--- config.mk ---
export PLATFORM = sky130hd
export DESIGN_NAME = itlb_walker_flat
export DESIGN_NICKNAME = d
export VERILOG_FILES = /design/src/rtl/itlb_walker_pkg.sv /design/src/rtl/itlb_walker_if.sv /design/src/rtl/itlb_pte_check.sv /design/src/rtl/itlb_walker.sv /design/src/flat_wrapper.sv
export SDC_FILE = /design/constraint.sdc
export NUM_CORES = 1
export LEC_CHECK = 0
export CAP_MARGIN = 20
export CORE_AREA = 2 2 145 204
export DETAILED_ROUTE_END_ITERATION = 10
export DIE_AREA = 0 0 147 206
export SLEW_MARGIN = 20
export SYNTH_ARGS = -nofsm -noshare
export SYNTH_HDL_FRONTEND = slang
export SYNTH_SLANG_ARGS = --single-unit
--- constraint.sdc ---
create_clock -name clk -period 3 [get_ports clk]
set_input_delay 0.45 -clock clk [delete_from_list [all_inputs] [get_ports clk]]
set_output_delay 0.45 -clock clk [all_outputs]
set_load 0.02 [all_outputs]
--- src/rtl/itlb_walker_pkg.sv ---
// Shared types and constants for the Sv39 instruction-side page table walker.
package itlb_walker_pkg;

    typedef enum logic [1:0] {
        ST_IDLE,
        ST_WALK,
        ST_DONE,
        ST_DRAIN
    } walk_state_e;

    localparam logic [3:0] SATP_MODE_BARE = 4'h0;
    localparam logic [3:0] SATP_MODE_SV39 = 4'h8;

    localparam int PTE_V       = 0;
    localparam int PTE_R       = 1;
    localparam int PTE_W       = 2;
    localparam int PTE_X       = 3;
    localparam int PTE_PPN_LSB = 10;
    localparam int PTE_PPN_MSB = 53;
    localparam int PPN_W       = PTE_PPN_MSB - PTE_PPN_LSB + 1;

    localparam logic [1:0] LEVEL_ROOT = 2'd2;

    function automatic logic [8:0] vpn_sel(input logic [63:0] va, input logic [1:0] level);
        case (level)
            2'd2:    return va[38:30];
            2'd1:    return va[29:21];
            default: return va[20:12];
        endcase
    endfunction

endpackage

--- src/rtl/itlb_walker_if.sv ---
// Translation request/response and PTE memory read signals of the walker.
interface itlb_walker_if;
    logic        tr_req;
    logic [63:0] tr_vaddr;
    logic        tr_done;
    logic [63:0] tr_paddr;
    logic        tr_fault;
    logic        mem_req;
    logic [63:0] mem_addr;
    logic        mem_ok;
    logic [63:0] mem_rdata;

    modport master (
        input  tr_req, tr_vaddr, mem_ok, mem_rdata,
        output tr_done, tr_paddr, tr_fault, mem_req, mem_addr
    );

    modport slave (
        output tr_req, tr_vaddr, mem_ok, mem_rdata,
        input  tr_done, tr_paddr, tr_fault, mem_req, mem_addr
    );
endinterface

--- src/rtl/itlb_pte_check.sv ---
// Combinational PTE classification: leaf/pointer, page fault and final physical address.
// Superpage leaves are translated only when ITLB_SUPERPAGE_EN is defined.
module itlb_pte_check
    import itlb_walker_pkg::*;
(
    input  logic [63:0] i_pte,
    input  logic [1:0]  i_level,
    input  logic [63:0] i_vaddr,
    output logic        o_is_leaf,
    output logic        o_fault,
    output logic [63:0] o_paddr
);

    logic             w_v;
    logic             w_r;
    logic             w_w;
    logic             w_x;
    logic [PPN_W-1:0] w_ppn;
    logic             w_unused;

    assign w_v      = i_pte[PTE_V];
    assign w_r      = i_pte[PTE_R];
    assign w_w      = i_pte[PTE_W];
    assign w_x      = i_pte[PTE_X];
    assign w_ppn    = i_pte[PTE_PPN_MSB:PTE_PPN_LSB];
    assign w_unused = ^{i_pte[63:54], i_pte[9:4], i_vaddr[63:12]};

    // NOTE: every output gets a default first so no path leaves one unassigned (no latch).
    always_comb begin
        o_is_leaf = w_r | w_x;
        o_fault   = 1'b0;
        o_paddr   = {8'b0, w_ppn, i_vaddr[11:0]};
        if (!w_v || (!w_r && w_w)) begin
            o_fault = 1'b1;
        end else if (!(w_r | w_x)) begin
            o_fault = (i_level == 2'd0);
        end else if (!w_x) begin
            o_fault = 1'b1;
        end else begin
            case (i_level)
                2'd0: o_fault = 1'b0;
`ifdef ITLB_SUPERPAGE_EN
                2'd1: begin
                    o_paddr = {8'b0, w_ppn[43:9], i_vaddr[20:0]};
                    o_fault = |w_ppn[8:0];
                end
                2'd2: begin
                    o_paddr = {8'b0, w_ppn[43:18], i_vaddr[29:0]};
                    o_fault = |w_ppn[17:0];
                end
`endif
                default: o_fault = 1'b1;
            endcase
        end
    end

endmodule

--- src/rtl/itlb_walker.sv ---
// Sv39 instruction TLB miss walker: three-level PTE walk with flush/drain handling.
// Optional superpage leaves at levels 1/2 via macro ITLB_SUPERPAGE_EN (in itlb_pte_check).
module itlb_walker
    import itlb_walker_pkg::*;
#(
    parameter int unsigned PTE_BYTES = 8,
    parameter logic [3:0]  SV39_MODE = SATP_MODE_SV39
) (
    input  logic          clk,
    input  logic          rst_n,
    input  logic [63:0]   satp,
    input  logic          flush,
    output logic          busy,
    itlb_walker_if.master bus
);

    walk_state_e r_state;
    logic [1:0]  r_level;
    logic [63:0] r_va;
    logic        r_mem_req;
    logic [63:0] r_mem_addr;
    logic        r_tr_done;
    logic [63:0] r_tr_paddr;
    logic        r_tr_fault;
    logic        r_busy;

    logic        w_is_leaf;
    logic        w_fault;
    logic [63:0] w_paddr;
    logic [3:0]  w_mode;
    logic        w_unused;

    assign w_mode   = satp[63:60];
    assign w_unused = ^satp[59:44];

    function automatic logic [63:0] pte_addr(input logic [PPN_W-1:0] ppn,
                                             input logic [63:0] va,
                                             input logic [1:0] level);
        return {8'b0, ppn, 12'b0} + 64'(vpn_sel(va, level)) * 64'(PTE_BYTES);
    endfunction

    itlb_pte_check u_pte_check (
        .i_pte     (bus.mem_rdata),
        .i_level   (r_level),
        .i_vaddr   (r_va),
        .o_is_leaf (w_is_leaf),
        .o_fault   (w_fault),
        .o_paddr   (w_paddr)
    );

    // NOTE: non-blocking assignments so every register samples pre-edge values.
    always_ff @(posedge clk or negedge rst_n) begin
        if (!rst_n) begin
            r_state    <= ST_IDLE;
            r_level    <= LEVEL_ROOT;
            r_va       <= '0;
            r_mem_req  <= 1'b0;
            r_mem_addr <= '0;
            r_tr_done  <= 1'b0;
            r_tr_paddr <= '0;
            r_tr_fault <= 1'b0;
            r_busy     <= 1'b0;
        end else begin
            r_tr_done <= 1'b0;
            case (r_state)
                ST_IDLE: begin
                    if (bus.tr_req && !flush) begin
                        r_busy <= 1'b1;
                        if (w_mode == SATP_MODE_BARE) begin
                            r_state    <= ST_DONE;
                            r_tr_done  <= 1'b1;
                            r_tr_paddr <= bus.tr_vaddr;
                            r_tr_fault <= 1'b0;
                        end else if (w_mode == SV39_MODE) begin
                            r_state    <= ST_WALK;
                            r_va       <= bus.tr_vaddr;
                            r_level    <= LEVEL_ROOT;
                            r_mem_req  <= 1'b1;
                            r_mem_addr <= pte_addr(satp[PPN_W-1:0], bus.tr_vaddr, LEVEL_ROOT);
                        end else begin
                            r_state    <= ST_DONE;
                            r_tr_done  <= 1'b1;
                            r_tr_paddr <= '0;
                            r_tr_fault <= 1'b1;
                        end
                    end
                end
                ST_WALK: begin
                    if (bus.mem_ok) begin
                        if (flush) begin
                            r_state   <= ST_IDLE;
                            r_mem_req <= 1'b0;
                            r_busy    <= 1'b0;
                            r_level   <= LEVEL_ROOT;
                        end else if (w_fault || w_is_leaf) begin
                            r_state    <= ST_DONE;
                            r_mem_req  <= 1'b0;
                            r_tr_done  <= 1'b1;
                            r_tr_fault <= w_fault;
                            r_tr_paddr <= w_fault ? 64'd0 : w_paddr;
                        end else begin
                            // Pointer PTE: descend one level and re-issue at the child table.
                            r_level    <= r_level - 2'd1;
                            r_mem_addr <= pte_addr(bus.mem_rdata[PTE_PPN_MSB:PTE_PPN_LSB],
                                                   r_va, r_level - 2'd1);
                        end
                    end else if (flush) begin
                        r_state <= ST_DRAIN;
                    end
                end
                ST_DONE: begin
                    r_state <= ST_IDLE;
                    r_busy  <= 1'b0;
                    r_level <= LEVEL_ROOT;
                end
                ST_DRAIN: begin
                    if (bus.mem_ok) begin
                        r_state   <= ST_IDLE;
                        r_mem_req <= 1'b0;
                        r_busy    <= 1'b0;
                        r_level   <= LEVEL_ROOT;
                    end
                end
                default: r_state <= ST_IDLE;
            endcase
        end
    end

    // A flush arriving while the result is presented cancels the pulse in that same cycle.
    assign bus.tr_done  = r_tr_done && !flush;
    assign bus.tr_paddr = r_tr_paddr;
    assign bus.tr_fault = r_tr_fault;
    assign bus.mem_req  = r_mem_req;
    assign bus.mem_addr = r_mem_addr;
    assign busy         = r_busy;

endmodule
--- src/flat_wrapper.sv ---
// flat-port wrapper written by rule: the top's interface ports become plain ports
module itlb_walker_flat import itlb_walker_pkg::*;
#(
    parameter int unsigned PTE_BYTES = 8,
    parameter logic [3:0]  SV39_MODE = SATP_MODE_SV39
)
  (clk, rst_n, satp, flush, busy, bus_tr_req, bus_tr_vaddr, bus_mem_ok, bus_mem_rdata, bus_tr_done, bus_tr_paddr, bus_tr_fault, bus_mem_req, bus_mem_addr);
  itlb_walker_if bus_i ();
  input  logic clk;
  input  logic rst_n;
  input  logic [63:0] satp;
  input  logic flush;
  output logic busy;
  input wire logic [$bits(bus_i.tr_req)-1:0] bus_tr_req;
  input wire logic [$bits(bus_i.tr_vaddr)-1:0] bus_tr_vaddr;
  input wire logic [$bits(bus_i.mem_ok)-1:0] bus_mem_ok;
  input wire logic [$bits(bus_i.mem_rdata)-1:0] bus_mem_rdata;
  output wire logic [$bits(bus_i.tr_done)-1:0] bus_tr_done;
  output wire logic [$bits(bus_i.tr_paddr)-1:0] bus_tr_paddr;
  output wire logic [$bits(bus_i.tr_fault)-1:0] bus_tr_fault;
  output wire logic [$bits(bus_i.mem_req)-1:0] bus_mem_req;
  output wire logic [$bits(bus_i.mem_addr)-1:0] bus_mem_addr;
  assign bus_i.tr_req = bus_tr_req;
  assign bus_i.tr_vaddr = bus_tr_vaddr;
  assign bus_i.mem_ok = bus_mem_ok;
  assign bus_i.mem_rdata = bus_mem_rdata;
  assign bus_tr_done = bus_i.tr_done;
  assign bus_tr_paddr = bus_i.tr_paddr;
  assign bus_tr_fault = bus_i.tr_fault;
  assign bus_mem_req = bus_i.mem_req;
  assign bus_mem_addr = bus_i.mem_addr;
  itlb_walker #(.PTE_BYTES(PTE_BYTES), .SV39_MODE(SV39_MODE)) u_core (.clk(clk), .rst_n(rst_n), .satp(satp), .flush(flush), .busy(busy), .bus(bus_i));
endmodule
# == Yosys cells after proc, flatten, opt, wreduce, memory -nomap -nowiden ==
# Cells that the tools add are included.
# totals
regBits,175
latchBits,0
mem_bits_rw,0
mem_bits_ro,0
output_inout_bits,132
wordCells,124
n_memories,0
# classes
add_sub_neg,3
mul,0
div,0
magnitude_cmp,0
n_eq_ne,19
n_shift,0
muxes,71
bitwise,2
reduce_logical,20
# ops
op,count
$mux W64,12
$pmux W64 S2,2
$add A56 B12 Y57,2
$mux W9,8
$mux W56,1
$mux W2,15
$mux W1,26
$pmux W9 S2,1
$pmux W2 S4,2
$reduce_and A7 Y1,2
$ne A2 B2 Y1 const B,6
$reduce_and A4 Y1,3
$reduce_and A6 Y1,2
$eq A2 B2 Y1 const B,3
$ne A2 B1 Y1 const B,3
$ne A3 B2 Y1 const B,2
$ne A3 B3 Y1 const B,2
$eq A2 B1 Y1 const B,2
$eq A4 B4 Y1 const B,1
$logic_not A2 Y1,2
$logic_not A4 Y1,1
$pmux W1 S2,2
$pmux W1 S4,1
$logic_and A1 B1 Y1,3
other kinds (8),11

# == Depth between registers and ports, before layout ==
# Gate-level depths: netlist of run 1.
# logic_depth
ltp_word,15
ltp_mapped,8
depth_no_buf,6

# == Hierarchy ==
# Synthesis of run 1 repeated with hierarchy kept, for this count alone.
# unflattened
hier_cells,784
area_unflattened_um2,9267.6
# by_module_without_submodules
module,n_inst,cells_each,area_each_um2,seq_area_each_um2
itlb_walker,1,713,8738.4,4730.8
itlb_pte_check,1,71,529.3,0.0

# == Worst setup path after synthesis of run 1 ==
# OpenSTA, ideal clock, no wires.
# synth_path
path_type,register to register
startpoint,reg u_core.r_level[1]
endpoint,reg u_core.r_tr_paddr[10] (netlist: u_core.bus.tr_paddr[10])
t_arrival_ps,2190
required_ps,2875
path_slack_ps,685
path_stages_with_launch,9
n_path_buf,2
synth_period_minus_slack_ps,2315
cell_sequence,dfstp_2 -> inv_1 -> ha_1 -> or4_4 -> nor2_1 -> o32a_2 -> buf_6 -> buf_12 -> mux2_4
# synth_between
elab_chain_cells,10
elab_cells_between_ends,13
cone_classes,eq/ne: 1; mux: 9; reduce/logical: 3
# synth_rtl
item,line_no,source
from (decl),itlb_walker.sv:18,logic [1:0] r_level;
from (signal assigned),itlb_walker.sv:103,r_level <= r_level - 2'd1;
$logic_not A2 Y1 *,"itlb_pte_check.sv:36, itlb_pte_check.sv:40",
$mux W1,itlb_pte_check.sv:40,case (i_level)
$mux W1,itlb_pte_check.sv:37,end else if (!w_x) begin
$mux W1 *,itlb_pte_check.sv:35,end else if (!(w_r | w_x)) begin
$mux W1 *,itlb_pte_check.sv:33,if (!w_v || (!w_r && w_w)) begin
$mux W56,itlb_walker.sv:100,r_tr_paddr <= w_fault ? 64'd0 : w_paddr;
$mux W64,itlb_walker.sv:95,end else if (w_fault || w_is_leaf) begin
$mux W64,itlb_walker.sv:90,if (flush) begin
$mux W64,itlb_walker.sv:89,if (bus.mem_ok) begin
$pmux W64 S2,itlb_walker.sv:65,case (r_state)
to (signal assigned),itlb_walker.sv:72,r_tr_paddr <= bus.tr_vaddr;
to (signal assigned),itlb_walker.sv:100,
to (decl),itlb_walker.sv:23,logic [63:0] r_tr_paddr;
# Mark *: on every way between the ends. The rest lies on a longest branch, timed or not. The select of a mux whose other input is x is not followed.
# A chain may end at the register's enable or synchronous reset.

# == Worst setup path after layout of run 1 ==
# layout_path
startpoint,reg u_core.r_level[1]
endpoint,reg u_core.r_tr_paddr[24] (netlist: u_core.bus.tr_paddr[24])
# The elaborated chain is that of the path after synthesis.

==> results of run 1 <==
power by group:
part | total, uW | switching [uW] | internal (uW)
clock network | 2230 | 1020 | 1210
registers | 2880 | 244 | 2640
logic | 2080 | 909 | 1170
cells in the mapped netlist (all sizes together) (2+ instances only):
master     n
nand3     57
a21oi      5
ha         3
o2bb2ai   56
a22oi      9
o22ai      2
clkbuf    25
nor2b      2
mux2i      9
inv       16
mux2     148
a31oi     12
nor3       3
o21ai      4
nand2    160
buf       46
or4        3
nand2b     4
nor2      14
dfrtp    163
layer usage:
metal / global-route usage, % / up-vias / share of wire [%]
li1: - / 3141 / -
met1: 21.8 / 3265 / 42
met2: 31.8 / 195 / 51
met3: 3.97 / 41 / 4.6
met4: 7.76 / 2 / 2.7
met5: 0 / - / 0.058
sequential cells by signal (all words and copies together), names as in the netlist:
signal,flops
u_core.r_level,2
u_core.bus.tr_paddr,64
u_core.r_tr_done,1
u_core.bus.mem_req,1
u_core.busy,1
u_core.bus.tr_fault,1
u_core.bus.mem_addr,53
u_core.r_state,2
u_core.r_va,39
final timing paths:
kind / slack (ns) / cells past startpoint / from / endpoint
worst min-delay path: 0.47 / 2 / rst_n / u_core.bus.tr_paddr[56]
min in group clk: 0.50 / 1 / u_core.bus.tr_paddr[40] / u_core.bus.tr_paddr[40]
worst min register to register: 0.50 / 1 / u_core.bus.tr_paddr[40] / u_core.bus.tr_paddr[40]
worst max-delay path: 0.30 / 7 / u_core.r_level[1] / u_core.bus.tr_paddr[24]
max in group asynchronous: 1.77 / 3 / rst_n / u_core.r_level[1]
worst max register to register: 0.30 / 7 / u_core.r_level[1] / u_core.bus.tr_paddr[24]
cell usage in the layout, fill, tap and decap left out, types with 3 or more instances in the layout:
master and n:
a31oi_1 11, ha_1 3, mux2_1 3, nand3_1 57, mux2_4 69, o2bb2ai_1 56, conb_1 11, clkinv_4 3
a21oi_1 5, buf_12 8, mux2i_1 9, mux2_2 76, nor2_1 13, dfrtp_1 163, clkbuf_16 17, inv_1 16
inv_6 5, o21ai_0 4, a22oi_1 9, buf_4 13, nand2_1 159, nand2b_1 3, clkdlybuf4s50_1 283
final cells by class:
cell class	instances	area [um^2]	share of cell area, %
flip-flops and latches	164	4110	33.4
well taps	380	475	3.86
diodes	1	2.50	0.0203
multi-input cells	510	3950	32.1
clock buffers	19	453	3.68
inverters	16	60.1	0.488
clock inverters	13	138	1.12
repair buffers	307	3120	25.3
cell families (layout without fill, tap and decap cells):
group,after synthesis,in the layout,synth area share [%]
AND/OR/NAND/NOR,247,247,12.7
flip-flops,164,164,48.5
multiplexers,157,157,23.8
AO/OA/AOI/OAI,92,92,8.76
buffers and inverters,87,355,5.70
adder cells (fa/ha/maj),3,3,0.444
other,1,12,0.0443
metrics by stage:
step	power (uW)	hold slack (ns)	worst slack (ns)	util [%]
global placement	4990	0.378	0.204	40.8
CTS	7300	0.452	0.283	42.9
floorplan	3960	0.154	0.685	-
finish	7200	0.470	0.299	42.9
detailed placement	5020	0.379	0.157	40.8
global route	7520	0.493	0.229	42.9
==> impl_metrics.env, run 1 <==
export IMPL_insertion_delay_ns=0.45
export IMPL_first_iter_violations=306
export IMPL_numCtsBuffers=17
export IMPL_tightestPinTransition_ns=0.793
export IMPL_final_nets=1216
export IMPL_htreeDepth=4
export IMPL_wirelength_um=27500
export IMPL_die_area_um2=30300
export IMPL_routed_via_density=4.71
export IMPL_max_freq_mhz=370
export IMPL_die_y_um=206
export IMPL_place_congestion=0.840
export IMPL_dp_hpwl_um=18900
export IMPL_clock_skew_ns=0.00671
export IMPL_ys_top_cells_by_area="dfrtp_1 (48%), mux2_4 (12%), mux2_2 (10%)"
export IMPL_first_global_vias=6905
export IMPL_overflow=0
export IMPL_die_w_um=147
export IMPL_arrival_ns=3.03
export IMPL_hold_buffers=1
export IMPL_core_area_um2=28700
export IMPL_power_density_nw_per_um2=585
export IMPL_grt_pass1_wl_um=41800
export IMPL_rows=74
export IMPL_final_max_slew_viol_count=0
export IMPL_synthFlopType="dfrtp_1"
export IMPL_final_cells=1410
export IMPL_drive_gt1_share_pct=20.6
export IMPL_cts_resized=0
export IMPL_ys_seq_area_share_pct=48.5
export IMPL_cts_tree="yes"
export IMPL_initial_utilization_pct=29.5
export IMPL_slew_headroom_pct=47.1
export IMPL_yosys_area_top_type="dfrtp_1"
export IMPL_vdd_drop_max_uv=332
export IMPL_ys_types=39
export IMPL_crit_buf_inv=2
export IMPL_crit_chain="inv_1, ha_1, or4_4, nor2_1, o32a_4, buf_12, mux2_2"
export IMPL_finalCriticalPeriod_ns=2.70
export IMPL_syn_area_um2=8460
export IMPL_crit_type="register to register"
export IMPL_critical_path_slowest_cell="dfstp_2"
export IMPL_place_inst=1376
export IMPL_clock_sinks=164
export IMPL_grt_use_total_pct=18.3
export IMPL_vias=6644
export IMPL_synth_edf_count=0
export IMPL_dr_pass1_iters=4
export IMPL_post_cts_buffers=0
export IMPL_clock_path_buffers=2
export IMPL_worstPathRequired_ns=3.33
export IMPL_netlist_instances=751
export IMPL_leakage_uw=0.00552
export IMPL_cts_clk_slew_worst_paths_ns=0.07
export IMPL_rsz0062_at_grt="false"
export IMPL_cp_max_fo=26
export IMPL_min_period_over_period_pct=90.0
export IMPL_cp_slowest_stage_delay_ns=0.58
export IMPL_port_buffers=285
export IMPL_max_cap_violations=0
export IMPL_netlist_area_leader_share_pct=48.2
export IMPL_yosys_register_bits=164
export IMPL_drc=0
export IMPL_final_setup_viol_count=0
export IMPL_cpLargestDelayFamily="simple AND/OR/NAND/NOR gates"
export IMPL_syn_avg_cell_area_um2=11.3
export IMPL_async_flop_share_pct=100
export IMPL_yosysWarnings=0
export IMPL_fin_area_um2=12300
export IMPL_hp_class="input port to asynchronous set/reset pin"
export IMPL_io_pins=329
export IMPL_wire_per_inst_um=19.5
export IMPL_endpoint_kind="register"
export IMPL_grt_max_degree=123
export IMPL_outcome="finished, final reports clean"
export IMPL_place_area_um2=11700
export IMPL_fin_tns_setup_ns=0
export IMPL_ant_nets=0
export IMPL_n_fill_cell=2794
export IMPL_antenna_found_initial=2
export IMPL_start_kind="register"
export IMPL_hold_violations=0
export IMPL_root_buffer="clkbuf_16"
export IMPL_area_delta_synth_final_pct=45.5
(Power assumes the default switching activity.)
==> run 2: changes to the inputs <==
Settings changed: CTS_BUF_LIST from default to sky130_fd_sc_hd__clkbuf_8.
==> run 2 against run 1 <==
  * Worst setup slack worse by 0.0054 ns
  * Non-clock buffer count unchanged
  * Maximum frequency down 0.20%
  * Via count unchanged
  * Register-to-register slack about the same
  * Utilization down 0.67 points
  * Die area unchanged
  * Sequential share of layout area up 0.53 points
  * Largest cell class unchanged
  * Largest power group unchanged
==> impl_metrics.env, run 2 (synthesis results as in run 1) <==
export IMPL_post_cts_buffers=0
export IMPL_wire_per_inst_um=19.4
export IMPL_power_density_nw_per_um2=547
export IMPL_pre_cts_ws_ns=0.157
export IMPL_worstPathRequired_ns=3.37
export IMPL_endpoint_kind="register"
export IMPL_p_int_uw=4540
export IMPL_finalCriticalPeriod_ns=2.71
export IMPL_switching_share_pct=31.5
export IMPL_grt_use_total_pct=18.2
export IMPL_final_max_slew_viol_count=0
export IMPL_core_area_um2=28700
export IMPL_overflow=0
export IMPL_clock_path_buffers=2
export IMPL_place_congestion=0.840
export IMPL_seqCellArea_um2=4110
export IMPL_seqPwrFrac_pct=43.5
export IMPL_rsz0062_at_grt="false"
export IMPL_arrival_ns=3.08
export IMPL_start_kind="register"
export IMPL_min_period_over_period_pct=90.2
export IMPL_first_global_vias=6898
export IMPL_port_buffers=285
export IMPL_post_route_util_pct=42.2
export IMPL_cts_clk_slew_worst_paths_ns=0.09
export IMPL_area_delta_synth_final_pct=43.2
export IMPL_initial_utilization_pct=29.5
export IMPL_multiInputGateArea_um2=3950
export IMPL_wirelength_um=27400
export IMPL_first_iter_violations=323
export IMPL_fin_tns_setup_ns=0
export IMPL_layout_common_cells="clkdlybuf4s50_1 (283), dfrtp_1 (163), nand2_1 (159), mux2_2 (76), mux2_4 (69)"
export IMPL_drive_gt1_share_pct=20.6
export IMPL_final_nets=1216
export IMPL_routed_via_density=4.71
export IMPL_hold_slack_ns=0.420
export IMPL_hp_class="input port to asynchronous set/reset pin"
export IMPL_die_w_um=147
export IMPL_grt_max_degree=123
export IMPL_vdd_drop_max_uv=281
export IMPL_cp_max_fo=26
export IMPL_hold_violations=0
export IMPL_htreeDepth=4
export IMPL_numCtsBuffers=17
export IMPL_max_cap_violations=0
export IMPL_outcome="finished, final reports clean"
export IMPL_antenna_found_initial=2
export IMPL_die_y_um=206
export IMPL_vias=6644
export IMPL_root_buffer="clkbuf_8"
export IMPL_die_area_um2=30300
export IMPL_leakage_uw=0.00544
export IMPL_grt_pass1_wl_um=41700
export IMPL_max_freq_mhz=369
export IMPL_mostFrequentLayoutCell="clkdlybuf4s50_1"
export IMPL_n_fill_cell=2810
export IMPL_insertion_delay_ns=0.50
export IMPL_drc=0
export IMPL_cts_tree="yes"
export IMPL_timing_final_ws_setup_ns=0.293
export IMPL_ant_nets=0
export IMPL_p_comb_share_pct=31.4
export IMPL_clock_sinks=164
export IMPL_clock_skew_ns=0.0130
export IMPL_rows=74
export IMPL_io_pins=329
export IMPL_tightestPinTransition_ns=0.800
export IMPL_final_setup_viol_count=0
export IMPL_power_frac_clock_pct=25.1
export IMPL_switchingPower_uw=2090
export IMPL_dr_pass1_iters=5
export IMPL_largest_reg_flops=64
export IMPL_crit_type="register to register"
export IMPL_slew_headroom_pct=46.7
export IMPL_dp_hpwl_um=18900
export IMPL_p_total_uw=6630
run 2: cell counts in the layout (fill, tap and decap cells not counted):
No cell type changed its count.
run 2: worst max-delay path, cell delays in order (launching register included):
cell and delay, ns:
dfstp_2 0.59, inv_1 0.07, ha_1 0.23, or4_4 0.53
nor2_1 0.19, o32a_4 0.33, buf_12 0.26, mux2_2 0.37
run 2: layout make-up:
type                    instances  share of cell area [%]
flip-flops and latches        164                    33.9
diodes                          1                  0.0207
inverters                      16                   0.496
well taps                     380                    3.93
repair buffers                307                    25.7
clock buffers                  19                    2.16
multi-input cells             510                    32.6
clock inverters                13                    1.14
run 2: per-stage QoR:
stage          instances  instance area, um^2
3_3_place_gp        1376                11700
4_1_cts             1409                12100
2_1_floorplan        761                 8490
5_1_grt             1410                12100
6_report            1410                12100
3_5_place_dp        1376                11700
run 2: power by group through the flow:
stage | logic [uW] | registers, uW | clock network (uW)
CTS | 2110 | 2880 | 1750
detailed placement | 2100 | 2920 | 0
global route | 2210 | 2940 | 1810
finish | 2080 | 2880 | 1670
floorplan | 758 | 3210 | 0
global placement | 2090 | 2910 | 0
run 2: path summary, 6_finish.rpt:
kind,startpoint,to,slack (ns),cells after the start
max reg2reg,u_core.r_level[1],u_core.bus.tr_paddr[23],0.29,7
max in group asynchronous,rst_n,u_core.r_level[1],1.82,3
max,u_core.r_level[1],u_core.bus.tr_paddr[23],0.29,7
min reg2reg,u_core.bus.tr_paddr[40],u_core.bus.tr_paddr[40],0.51,1
min in group clk,bus_tr_vaddr[63],u_core.bus.tr_paddr[63],0.50,3
min,rst_n,u_core.bus.tr_paddr[63],0.42,2
run 2: routing by layer:
layer / up-vias / share of wire [%] / global-route usage, %
li1: 3134 / - / -
met4: 2 / 2.5 / 7.62
met3: 38 / 4.8 / 3.97
met5: - / 0.051 / 0
met1: 3269 / 42 / 21.8
met2: 201 / 51 / 31.8
run 2: what timing repair did:
item / 4_1_cts / 5_1_grt
resized for setup: 0 / 0
endpoints found under the hold margin: 33 / 0
hold buffers: 1 / 0
==> run 3: changes to the inputs <==
Settings changed: CORE_AREA 2 2 145 204 to 2 2 191 156, DIE_AREA 0 0 147 206 to 0 0 193 158.
==> run 3 against run 2 <==
  * Design area up 0.21%
  * Die area up 0.70%
  * Clock power up 12%
  * Sequential share of layout area down 0.070 points
  * Critical path type unchanged
==> impl_metrics.env, run 3 (synthesis results as in run 1) <==
export IMPL_timing_final_ws_setup_ns=0.406
export IMPL_die_area_um2=30500
export IMPL_hp_class="register to register"
export IMPL_critical_path_slowest_cell="dfstp_2"
export IMPL_worst_hold_path_endpoint="u_core.bus.tr_paddr[42]"
export IMPL_largest_reg_flops=64
export IMPL_met3_usage_pct=5.54
export IMPL_cp_startpoint="u_core.r_level[1]"
export IMPL_port_buffers=285
export IMPL_drive_gt1_share_pct=20.5
export IMPL_numCtsBuffers=17
export IMPL_arrival_ns=2.94
export IMPL_p_comb_share_pct=30.4
export IMPL_crit_type="register to register"
export IMPL_seqPwrFrac_pct=42.2
export IMPL_cp_slowest_stage_delay_ns=0.58
export IMPL_final_setup_viol_count=0
export IMPL_min_period_over_period_pct=86.5
export IMPL_vias=6656
export IMPL_core_area_um2=28700
export IMPL_crit_chain="inv_1, ha_1, or4_4, nor2_1, o32a_4, buf_4, mux2_2"
export IMPL_cpLargestDelayFamily="simple AND/OR/NAND/NOR gates"
export IMPL_cts_clk_slew_worst_paths_ns=0.10
export IMPL_overflow=0
export IMPL_first_global_vias=6658
export IMPL_rr_startpoint="u_core.r_level[1]"
export IMPL_drc=0
export IMPL_reg2reg_to="u_core.bus.tr_paddr[30]"
export IMPL_rows=56
export IMPL_power_density_nw_per_um2=562
export IMPL_clock_skew_ns=0.0163
export IMPL_switchingPower_uw=2080
export IMPL_fin_area_um2=12100
export IMPL_insertion_delay_ns=0.47
export IMPL_first_iter_violations=303
export IMPL_endpoint_kind="register"
export IMPL_tightestPinTransition_ns=0.776
export IMPL_cts_resized=0
export IMPL_crit_buf_inv=2
export IMPL_mostFrequentLayoutCell="clkdlybuf4s50_1"
export IMPL_worstPathRequired_ns=3.35
export IMPL_grt_busiest_layer="met2"
export IMPL_area_delta_synth_final_pct=43.5
export IMPL_layout_common_cells="clkdlybuf4s50_1 (283), dfrtp_1 (163), nand2_1 (159), mux2_2 (76), mux2_4 (69)"
export IMPL_routed_via_density=4.73
export IMPL_diodes=0
export IMPL_fin_tns_setup_ns=0
export IMPL_reg2regPathDepth=7
export IMPL_die_y_um=158
export IMPL_max_freq_mhz=385
export IMPL_leakage_uw=0.00545
export IMPL_slew_headroom_pct=48.3
export IMPL_root_buffer="clkbuf_8"
export IMPL_ant_nets=0
export IMPL_hold_depth=1
export IMPL_place_area_um2=11700
export IMPL_p_total_uw=6820
export IMPL_use_met1_pct=24.0
export IMPL_cts_tree="yes"
export IMPL_final_nets=1216
export IMPL_dr_pass1_iters=4
export IMPL_place_congestion=0.779
export IMPL_grt_use_total_pct=17.6
export IMPL_htreeDepth=4
export IMPL_hold_violations=0
export IMPL_clock_sinks=164
export IMPL_reg2reg_slack_ns=0.41
export IMPL_dp_hpwl_um=18700
export IMPL_min_delay_start="u_core.bus.tr_paddr[42]"
export IMPL_pre_cts_ws_ns=0.270
export IMPL_switching_share_pct=30.5
export IMPL_clock_path_buffers=2
export IMPL_start_kind="register"
export IMPL_cp_max_fo=19
export IMPL_outcome="finished, final reports clean"
export IMPL_wirelength_um=26900
export IMPL_initial_utilization_pct=29.4
export IMPL_grt_pass1_wl_um=40200
export IMPL_use_met2_pct=26.9
export IMPL_p_int_uw=4740
export IMPL_grt_max_degree=72
export IMPL_power_frac_clock_pct=27.5
export IMPL_io_pins=329
export IMPL_final_max_slew_viol_count=0
export IMPL_vdd_drop_max_uv=325
export IMPL_die_w_um=193
export IMPL_rsz0062_at_grt="false"
export IMPL_max_cap_violations=0
export IMPL_wire_per_inst_um=19.1
export IMPL_finalCriticalPeriod_ns=2.59
export IMPL_antenna_found_initial=1
run 3: changes by cell type in the layout (fill, tap and decap cells not counted), sizes merged:
cell,delta
bufinv,+3
buf,-1
clkbuf,-1
diode,-1
inv,-1
run 3: power groups by stage:
stage	sequential [uW]	clock (uW)	combinational (uW)
finish	2880	1870	2070
global route	2930	2040	2210
CTS	2880	1960	2100
detailed placement	2920	0	2090
global placement	2910	0	2070
floorplan	3210	0	758
run 3: final cells by class:
class                   instances  area [um^2]
clock buffers                  17          234
well taps                     377          472
flip-flops and latches        164         4110
inverters                      16         60.1
multi-input cells             510         3950
repair buffers                307         3090
clock inverters                15          219
fillers                      2794        16600
run 3: layer usage:
metal / share of wire, % / vias up
li1: - / 3144
met1: 46 / 3260
met2: 44 / 233
met3: 8.5 / 19
met4: 1.2 / 0
met5: 0 / -
run 3: repair_timing:
action / CTS / global route
hold endpoints to repair: 41 / 0
setup buffers: 0 / 0
endpoints found under the setup margin: 0 / 0
hold buffers: 1 / 0
run 3: metrics by stage:
stage,instances,utilization (%),hold slack [ns]
floorplan,761,-,0.154
global placement,1373,40.6,0.484
detailed placement,1373,40.6,0.491
CTS,1406,42.3,0.464
global route,1406,42.3,0.480
finish,1406,42.3,0.508
run 3: worst max-delay path by stage:
stage / to / slack, ns / depth (start not counted)
2_1_floorplan: u_core.bus.tr_paddr[10] / 0.68 / 8
3_3_place_gp: u_core.bus.tr_paddr[39] / 0.31 / 6
3_5_place_dp: u_core.bus.tr_paddr[39] / 0.27 / 6
4_1_cts: u_core.bus.tr_paddr[30] / 0.39 / 7
5_1_grt: u_core.bus.tr_paddr[30] / 0.28 / 7
6_report: u_core.bus.tr_paddr[30] / 0.41 / 7
